===== src/rtl/dram_pkg.sv =====
// Shared types and defaults for the DRAM port arbiter.
package dram_pkg;

   localparam int unsigned N_CORES_DEF   = 4;
   localparam int unsigned ADDR_W_DEF    = 12;
   localparam int unsigned DATA_W_DEF    = 32;
   localparam int unsigned MEM_DEPTH_DEF = 51;
   localparam int unsigned GRANT_W       = 3;

   typedef enum logic [1:0] {
      ST_IDLE   = 2'd0,
      ST_ACCESS = 2'd1,
      ST_ACK    = 2'd2
   } state_t;

   // grant_id value reserved for the file requester
   localparam logic [GRANT_W-1:0] GRANT_FILE = 3'd7;

   // Successor of a core index, wrapping at n-1 back to 0
   function automatic logic [GRANT_W-1:0] rr_next(input logic [GRANT_W-1:0] idx,
                                                  input int unsigned n);
      if (32'(idx) + 32'd1 >= n) return '0;
      return idx + GRANT_W'(1);
   endfunction

endpackage


===== src/rtl/dram_arbiter_rr_picker.sv =====
// Combinational round-robin select: first asserted req at ptr, ptr+1, ... mod N.
module rr_picker #(
   parameter int unsigned N     = 4,
   parameter int unsigned IDX_W = 3
) (
   input  logic [N-1:0]     req,
   input  logic [IDX_W-1:0] ptr,
   output logic [IDX_W-1:0] winner,
   output logic             valid
);

   localparam int unsigned SEL_W = (N > 1) ? $clog2(N) : 1;

   // Scan from ptr with wraparound; the first hit wins
   always_comb begin
      int unsigned idx;
      winner = '0;
      valid  = 1'b0;
      for (int unsigned i = 0; i < N; i++) begin
         idx = 32'(ptr) + i;
         if (idx >= N) idx = idx - N;
         if (!valid && req[SEL_W'(idx)]) begin
            valid  = 1'b1;
            winner = IDX_W'(idx);
         end
      end
   end

endmodule


===== src/rtl/dram_arbiter.sv =====
// Serialises core and file requests onto one single-port DRAM port.
module dram_arbiter
   import dram_pkg::*;
#(
   parameter int unsigned N_CORES   = N_CORES_DEF,
   parameter int unsigned ADDR_W    = ADDR_W_DEF,
   parameter int unsigned DATA_W    = DATA_W_DEF,
   parameter int unsigned MEM_DEPTH = MEM_DEPTH_DEF
) (
   input  logic                        clk,
   input  logic                        rst_n,
   input  logic [N_CORES-1:0]          core_req,
   input  logic [N_CORES-1:0]          core_we,
   input  logic [N_CORES*ADDR_W-1:0]   core_addr,
   input  logic [N_CORES*DATA_W-1:0]   core_wdata,
   output logic [N_CORES-1:0]          core_ack,
   input  logic                        file_req,
   input  logic                        file_we,
   input  logic [ADDR_W-1:0]           file_addr,
   input  logic [DATA_W-1:0]           file_wdata,
   output logic                        file_ack,
   output logic [DATA_W-1:0]           rdata,
   output logic                        err,
   output logic [ADDR_W-1:0]           mem_addr,
   output logic                        mem_we,
   output logic [DATA_W-1:0]           mem_wdata,
   input  logic [DATA_W-1:0]           mem_rdata,
   output logic                        busy,
   output logic [GRANT_W-1:0]          grant_id
);

   state_t               state_q, state_d;
   logic [GRANT_W-1:0]   ptr_q, ptr_d;
   logic [GRANT_W-1:0]   grant_q, grant_d;
   logic [DATA_W-1:0]    rdata_q, rdata_d;
   logic                 err_q, err_d;

   logic [GRANT_W-1:0]   pick_idx;
   logic                 pick_valid;

   logic                 sel_we;
   logic [ADDR_W-1:0]    sel_addr;
   logic [DATA_W-1:0]    sel_wdata;
   logic                 in_range;

   rr_picker #(
      .N     (N_CORES),
      .IDX_W (GRANT_W)
   ) u_rr_picker (
      .req    (core_req),
      .ptr    (ptr_q),
      .winner (pick_idx),
      .valid  (pick_valid)
   );

   // Route the latched winner's live request fields
   always_comb begin
      sel_we    = file_we;
      sel_addr  = file_addr;
      sel_wdata = file_wdata;
      for (int i = 0; i < int'(N_CORES); i++) begin
         if (grant_q == GRANT_W'(i)) begin
            sel_we    = core_we[i];
            sel_addr  = core_addr[i*ADDR_W +: ADDR_W];
            sel_wdata = core_wdata[i*DATA_W +: DATA_W];
         end
      end
      in_range = (sel_addr < ADDR_W'(MEM_DEPTH));
   end

   // Next-state, grant latch, read capture and pointer advance
   always_comb begin
      state_d = state_q;
      ptr_d   = ptr_q;
      grant_d = grant_q;
      rdata_d = rdata_q;
      err_d   = err_q;
      unique case (state_q)
         ST_IDLE: begin
            if (file_req) begin
               grant_d = GRANT_FILE;
               state_d = ST_ACCESS;
            end else if (pick_valid) begin
               grant_d = pick_idx;
               state_d = ST_ACCESS;
            end
         end
         ST_ACCESS: begin
            rdata_d = in_range ? mem_rdata : '0;
            err_d   = !in_range;
            state_d = ST_ACK;
         end
         ST_ACK: begin
            if (grant_q != GRANT_FILE) ptr_d = rr_next(grant_q, N_CORES);
            state_d = ST_IDLE;
         end
         default: state_d = ST_IDLE;
      endcase
   end

   // State and datapath registers
   always_ff @(posedge clk or negedge rst_n) begin
      if (!rst_n) begin
         state_q <= ST_IDLE;
         ptr_q   <= '0;
         grant_q <= '0;
         rdata_q <= '0;
         err_q   <= 1'b0;
      end else begin
         state_q <= state_d;
         ptr_q   <= ptr_d;
         grant_q <= grant_d;
         rdata_q <= rdata_d;
         err_q   <= err_d;
      end
   end

   // Output decode from registered state; memory side only active in ACCESS
   always_comb begin
      mem_we    = (state_q == ST_ACCESS) && sel_we && in_range;
      mem_addr  = (state_q == ST_ACCESS) ? sel_addr  : '0;
      mem_wdata = (state_q == ST_ACCESS) ? sel_wdata : '0;
      for (int i = 0; i < int'(N_CORES); i++) begin
         core_ack[i] = (state_q == ST_ACK) && (grant_q == GRANT_W'(i));
      end
      file_ack = (state_q == ST_ACK) && (grant_q == GRANT_FILE);
      rdata    = (state_q == ST_ACK) ? rdata_q : '0;
      err      = (state_q == ST_ACK) && err_q;
      busy     = (state_q != ST_IDLE);
      grant_id = grant_q;
   end

endmodule


===== config.mk =====
export PLATFORM = sky130hd
export DESIGN_NAME = dram_arbiter
export DESIGN_NICKNAME = d
export VERILOG_FILES = /design/src/rtl/dram_pkg.sv /design/src/rtl/dram_arbiter_rr_picker.sv /design/src/rtl/dram_arbiter.sv
export SDC_FILE = /design/constraint.sdc
export NUM_CORES = 1
export LEC_CHECK = 0
export CAP_MARGIN = 30
export CORE_AREA = 4 4 136 138
export DETAILED_ROUTE_END_ITERATION = 10
export DIE_AREA = 0 0 140 142
export GPL_TIMING_DRIVEN = 0
export PLACE_DENSITY = 0.67
export SLEW_MARGIN = 20
export SYNTH_ARGS = -nofsm -noshare
export SYNTH_HDL_FRONTEND = slang
export SYNTH_HIERARCHICAL = 1
export SYNTH_SLANG_ARGS = --single-unit

===== constraint.sdc =====
create_clock -name clk -period 2.8 [get_ports clk]
set_clock_uncertainty 0.15 [all_clocks]
set_input_delay 0.42 -clock clk [delete_from_list [all_inputs] [get_ports clk]]
set_output_delay 0.42 -clock clk [all_outputs]
set_load 0.1 [all_outputs]

==> summary.md, run 1 <==
| Metric | Value |
|---|---|
| Status | finished with violations |
| Failing checks | negative setup slack |
| Endpoint class of the critical path | output pin |
| WS Path Type | register to output pin |
| PwrDens | 1290 nW/um^2 |
| Post-synth net total | approximately 900 |
| Hold WC Path Type | register to register |
| Unique cell type count in the Yosys netlist | 54 |
| CTS buffer count | 5 |
| Die Ht | 142 um |
| Total negative setup slack | -12490 ps |
| Bufs on Longest Clock Path | 2 |
| Global-route wire length before repair | roughly 38 mm |
| HPWL reported at the end of detailed placement | 20.6 mm |
| Syn Std Cell Area | 4390 um^2 |
| Yosys top cell by area | dfrtp_1 |
| Startpoint types | register |
| RSZ-0062 raised after global routing | yes |
| Leakage Power | 4.09 nW |
| Comb power frac | 90.0% |
| Drt drc | 0 |
| Clock Latency Late Sink | about 280 ps |
| CP arrival | 2880 ps |
| HP Start | rdata_q[1]$_DFFE_PN0P_ |
| Via/cell ratio | 5.16 |
| Post-layout util | 61.5% |
| Syn Inst Count | 631 |
| Max cap viols | 0 |
| Switching power | 7.71 mW |
| #FFs+latches synth | 41 |
| Top-area cell type share of the netlist area | 23.3% |
| Worst r2r dst | rdata_q[20]$_DFFE_PN0P_ |
| GPL Wtd Cong | approximately 0.91 |
| Max-slew headroom | 32.3% |
| Dominant cell by count in the synthesized netlist | nand2_1 |
| Initial antenna violation count | 3 |
| Worst-path clk slew | 60 ps |
| Largest net degree at the start of global routing | 28 |
| CTS sink cnt | between 40 and 50 |
| Setup crit end | mem_we |
| Pre-CTS WS | -1910 ps |
| Synth cell count leaders | 135 x nand2_1, 85 x nor2_1, 54 x o21ai_0 |
| Net count, final | 1288 |
| Total GRT Usage | 24.5% |
| Final Hold Viols | 0 |
| Core Area | 17200 um^2 |
| Fraction of layout cells with a size suffix above 1 | 31.9% |
| Hold WS | 318 ps |
| Yosys warns | 6 |
| Placed cell areas | 8810 um^2 |
| Reg-to-reg slack, setup | 0 ps |
| Antenna viol nets, final | 0 |
| Syn avg cell area | a little under 7 um^2 |
| Worst-Margin Slew | slightly above 1000 ps |
| Power Total | 13.6 mW |
| CP max FO | 10 |
| I/O Buffers | 350 |
| Fillcell total | 1468 |
| Sequential-to-total area share from yosys stat | 23.3% |
| Final instance area | about 11000 um^2 |
| Htree depth | 2 |
| Worst r2r path cells | 10 |
| Final Setup Violations | 44 |
| Area Overhead vs Synth | 140% |
| IO Count | 351 |
| Flop pwr share | 5.9% |
| Cell Rows | 48 |
| Die span in x | between 100 and 150 um |
| WP data required | 2230 ps |
| Wire length per cell | 21.5 um |
| CTS tree | done |
| Final WL | 26.7 mm |
| Root Driver | clkbuf_16 |
| R2r startpoint | grant_id[2]$_DFFE_PN0P_ |
| Setup slack after layout | -654 ps |
| Vias in the first global route | 6585 |
| Fin crit period | 3450 ps |
| Final cell count without fillers | 1243 |
| Initial Utilization | 25.6% |
| Async SR Flop Fraction | 100% |
| Die ar. | ~20000 um^2 |
| Internal power | a little under 6 mW |
| Net Sw Frac | between 50% and 60% |
| Post-route clock period utilization | 123% |
| Worst vdd ir | roughly 0.91 mV |
| Synth Flop Type | dfrtp_1 |
| Initial DRC Count | 292 |
| Achievable frequency | 0.290 GHz |
| Final Max Tran Viols | 0 |
| Vias | approximately 6400 |
| Clock power frac | 4.1% |
| Placed cells | about 1200 |
| Critical Path Start | grant_id[2]$_DFFE_PN0P_ |
| Synth area leaders | dfrtp_1 23%, nand2_1 12%, nor2_1 7.3% |
| Post-synth EDFFs | 0 |
| Overflow after GRT | 0 |
| Initial DRT Pass Iterations | 4 |
[sequential cells by signal (all words and copies together) (netlist names)]
name / flops
err_q: 1
rdata_q: 32
ptr_q: 3
grant_id: 3
state_q: 2
[kinds of logic after synthesis]
group                    Yosys count  synth area share (%)
buffers and inverters             67                  6.38
adder cells (fa/ha/maj)            8                  2.28
AND/OR/NAND/NOR                  329                  34.6
multiplexers                       9                  3.05
AO/OA/AOI/OAI                    177                  30.4
flip-flops                        41                  23.3
[layer usage]
layer	track usage (%)	vias to the layer above	wire length, um
met5	0	-	27
met4	7.90	4	886
met3	5.24	51	1610
met2	44.1	256	13800
met1	29.1	3046	10300
li1	-	3052	-
[final cells by class]
| cell class | instances | area, um^2 | area share, % |
|---|---|---|---|
| timing repair buffer | 383 | 4300 | 40.7 |
| multi-input combinational | 523 | 4090 | 38.7 |
| sequential | 41 | 1040 | 9.84 |
| buffer | 53 | 643 | 6.09 |
| tap | 225 | 282 | 2.67 |
| clock buffer | 5 | 125 | 1.18 |
| inverter | 9 | 66.3 | 0.628 |
| clock inverter | 3 | 17.5 | 0.166 |
| antenna | 1 | 2.50 | 0.0237 |
[critical path: stages, from the launching register on]
cell and delay, ps:
dfrtp_4 490, buf_6 170, clkbuf_8 170, a211o_1 260, a222oi_1 490, o31ai_2 130
nor2_2 150, and4_4 280, buf_8 100, and3_4 170, buf_12 170
[repair_timing]
item,4_1_cts,5_1_grt
endpoints found under the hold margin,14,0
endpoints found under the setup margin,116,104
hold buffers,1,0
pin swaps,21,27
gates resized for setup,586,145
setup buffers,18,10
gates cloned,2,0
[how the worst min path moves through the flow]
stage,endpoint,slack (ps),depth (start not counted)
final,rdata_q[1]$_DFFE_PN0P_,320,2
after global placement,rdata_q[11]$_DFFE_PN0P_,300,2
after floorplan,err_q$_DFFE_PN0P_,-30,0
after detailed placement,rdata_q[28]$_DFFE_PN0P_,210,1
after CTS,rdata_q[0]$_DFFE_PN0P_,320,2
after global routing,rdata_q[1]$_DFFE_PN0P_,350,2
[cells in the final DEF, fill, tap and decap left out, types with 14 or more instances in the layout]
cell type,count
clkdlybuf4s15_2,25
o21ai_2,30
o21ai_1,14
clkdlybuf4s50_1,266
nor2_4,37
a32o_1,17
nand2_1,135
buf_6,19
dfrtp_1,37
o311ai_2,14
buf_12,50
buf_4,25
and2_1,34
and3_1,33
o311ai_4,15
nor2_1,44
[power groups by stage]
stage,registers [mW],clock network [mW],logic (mW)
2_1_floorplan,0.935,0,6.72
3_3_place_gp,0.788,0,9.17
3_5_place_dp,0.790,0,9.41
4_1_cts,0.788,0.572,11.0
5_1_grt,0.818,0.596,12.8
6_report,0.803,0.560,12.3
No activity file was read; power rests on OpenSTA's default activity.
==> run 2: changes to the inputs <==
--- a/config.mk
+++ b/config.mk
@@ -6,11 +6,12 @@
 export NUM_CORES = 1
 export LEC_CHECK = 0
 export CAP_MARGIN = 30
-export CORE_AREA = 4 4 136 138
+export CORE_ASPECT_RATIO = 0.6
+export CORE_MARGIN = 4
+export CORE_UTILIZATION = 31
 export DETAILED_ROUTE_END_ITERATION = 10
-export DIE_AREA = 0 0 140 142
 export GPL_TIMING_DRIVEN = 0
-export PLACE_DENSITY = 0.67
+export PLACE_DENSITY = 0.8
 export SLEW_MARGIN = 20
 export SYNTH_ARGS = -nofsm -noshare
 export SYNTH_HDL_FRONTEND = slang
==> summary.md, run 2 (synthesis gave the netlist of run 1 again) <==
| Metric | Value |
|---|---|
| Initial DRC Count | 498 |
| HPWL reported at the end of detailed placement | 19.5 mm |
| Switching power | approximately 7.9 mW |
| Core Area | 13700 um^2 |
| Worst vdd ir | 0.950 mV |
| Vias | 6830 |
| WP data required | 2230 ps |
| Final Max Tran Viols | 0 |
| Placed cells | 1177 |
| HP Start | rdata_q[1]$_DFFE_PN0P_ |
| Final WL | between 20 and 30 mm |
| Worst r2r dst | rdata_q[21]$_DFFE_PN0P_ |
| Startpoint types | register |
| Final Setup Violations | 73 |
| Comb power frac | 89.5% |
| Largest net degree at the start of global routing | 33 |
| Clock power frac | 4.8% |
| Max-slew headroom | 33.2% |
| Max reg flops | 32 |
| R2r startpoint | grant_id[1]$_DFFE_PN0P_ |
| Achievable frequency | 0.277 GHz |
| Biggest register | rdata_q |
| Crit path top cell by count | buf_12 |
| Fraction of layout cells with a size suffix above 1 | 32.6% |
| Die span in x | ~160 um |
| Via/cell ratio | 5.53 |
| Vias in the first global route | 6571 |
| Post-layout util | 78.4% |
| CP max FO | 10 |
| Hold WC Path Type | register to register |
| Setup slack after layout | -815 ps |
| Failing checks | negative setup slack |
| Critical Path Start | grant_id[1]$_DFFE_PN0P_ |
| Worst-Margin Slew | 999 ps |
| Critical path, cell by cell | inv_6 -> ha_4 -> clkbuf_8 -> buf_12 -> o32ai_2 -> o21ai_1 -> o2111a_1 -> o311ai_4 -> buf_6 -> and3_4 -> buf_12 |
| Antenna viol nets, final | 0 |
| Fillcell total | 896 |
| Final cell count without fillers | 1235 |
| RSZ-0062 raised after global routing | yes |
| Placed cell areas | just under 9000 um^2 |
| CTS sink cnt | 41 |
| Root Driver | clkbuf_16 |
| WS Path Type | register to output pin |
| Clock Latency Late Sink | about 290 ps |
| Worst r2r path cells | 13 |
| Post-route clock period utilization | 129% |
| Die ar. | 16200 um^2 |
| CTS buffer count | 5 |
| Worst Hold Path Cells | 2 |
| I/O Buffers | 350 |
| Die Ht | 100 um |
| Worst path slowest cell | dfrtp_4 |
| Bufs on Longest Clock Path | 2 |
| Commonest non-fill, non-tap cells in the layout | 266 x clkdlybuf4s50_1, 135 x nand2_1, 49 x buf_12 |
| Fin crit period | 3610 ps |
| Internal power | 6.11 mW |
| CP peak stage delay | 480 ps |
| Hold WS | approximately 330 ps |
| Overflow after GRT | 0 |
| Leakage Power | 4.23 nW |
| Flop pwr share | between 5 and 6% |
| IO Count | 351 |
| Htree depth | 2 |
| Net count, final | approximately 1300 |
| Final Hold Viols | 0 |
| Area Overhead vs Synth | 145% |
| Initial DRT Pass Iterations | 7 |
| CP arrival | 3040 ps |
| Status | finished with violations |
| Initial antenna violation count | 0 |
| Most common cell after layout, fill and taps aside | clkdlybuf4s50_1 |
| Final instance area | 10800 um^2 |
| Endpoint class of the critical path | output pin |
| Total negative setup slack | -19980 ps |
| Min-Delay Endpoint | rdata_q[1]$_DFFE_PN0P_ |
| Max cap viols | 0 |
| Reg-to-reg slack, setup | -150 ps |
| Global-route wire length before repair | 37.5 mm |
| PwrDens | around 1300 nW/um^2 |
| Total GRT Usage | 29.4% |
| Pre-CTS WS | -1870 ps |
| Cell Rows | 33 |
| Initial Utilization | 32.0% |
| Worst-path clk slew | 60 ps |
| CTS tree | done |
| Drt drc | 0 |
| Net Sw Frac | a little under three fifths |
| Power Total | 14.0 mW |
| GPL Wtd Cong | about 0.9 |
| Wire length per cell | approximately 22 um |
run 2: worst max-delay path by stage:
stage | cells after the start | endpoint | slack [ps]
CTS | 10 | mem_we | -720
finish | 11 | mem_we | -810
global route | 11 | mem_we | -880
detailed placement | 11 | mem_we | -1870
floorplan | 11 | mem_we | -600
global placement | 13 | mem_we | -1880
run 2: worst max-delay path: cells and delay by family (launching register included):
kind	cells	cell delay [ps]
AOI/OAI and AO/OA	4	1100
buffers and inverters	5	770
DFF	1	480
and+or+nand+nor	1	200
adders and majority gates	1	190
run 2: layer usage:
layer / global-route usage (%) / up-vias / part of all wire, %
met2: 50.1 / 378 / 49
met4: 7.80 / 0 / 2.9
met3: 8.49 / 65 / 9.0
met5: 0 / - / 0
li1: - / 3095 / -
met1: 36.7 / 3292 / 39
run 2: power groups by stage:
stage	Combinational, mW	Clock [mW]	Sequential [mW]
6_report	12.6	0.681	0.798
5_1_grt	13.0	0.719	0.808
4_1_cts	11.2	0.687	0.787
3_5_place_dp	9.31	0	0.794
3_3_place_gp	9.13	0	0.792
2_1_floorplan	6.72	0	0.935
run 2: repair_timing:
action,in CTS,in global routing
endpoints found under the setup margin,117,114
hold buffers,1,0
gates resized for setup,606,118
hold endpoints to repair,9,0
pin swaps,53,37
buffers inserted,31,19
gates cloned,2,1
run 2: cell type report:
type                    instances  area [um^2]  area share (%)
diodes                          1         2.50          0.0232
plain buffers                  55          662            6.14
clock buffers                   7          143            1.32
clock inverters                 1         30.0           0.279
inverters                       9         80.1           0.743
multi-input cells             523         4040            37.5
flip-flops and latches         41         1040            9.63
well taps                     192          240            2.23
repair buffers                406         4540            42.2
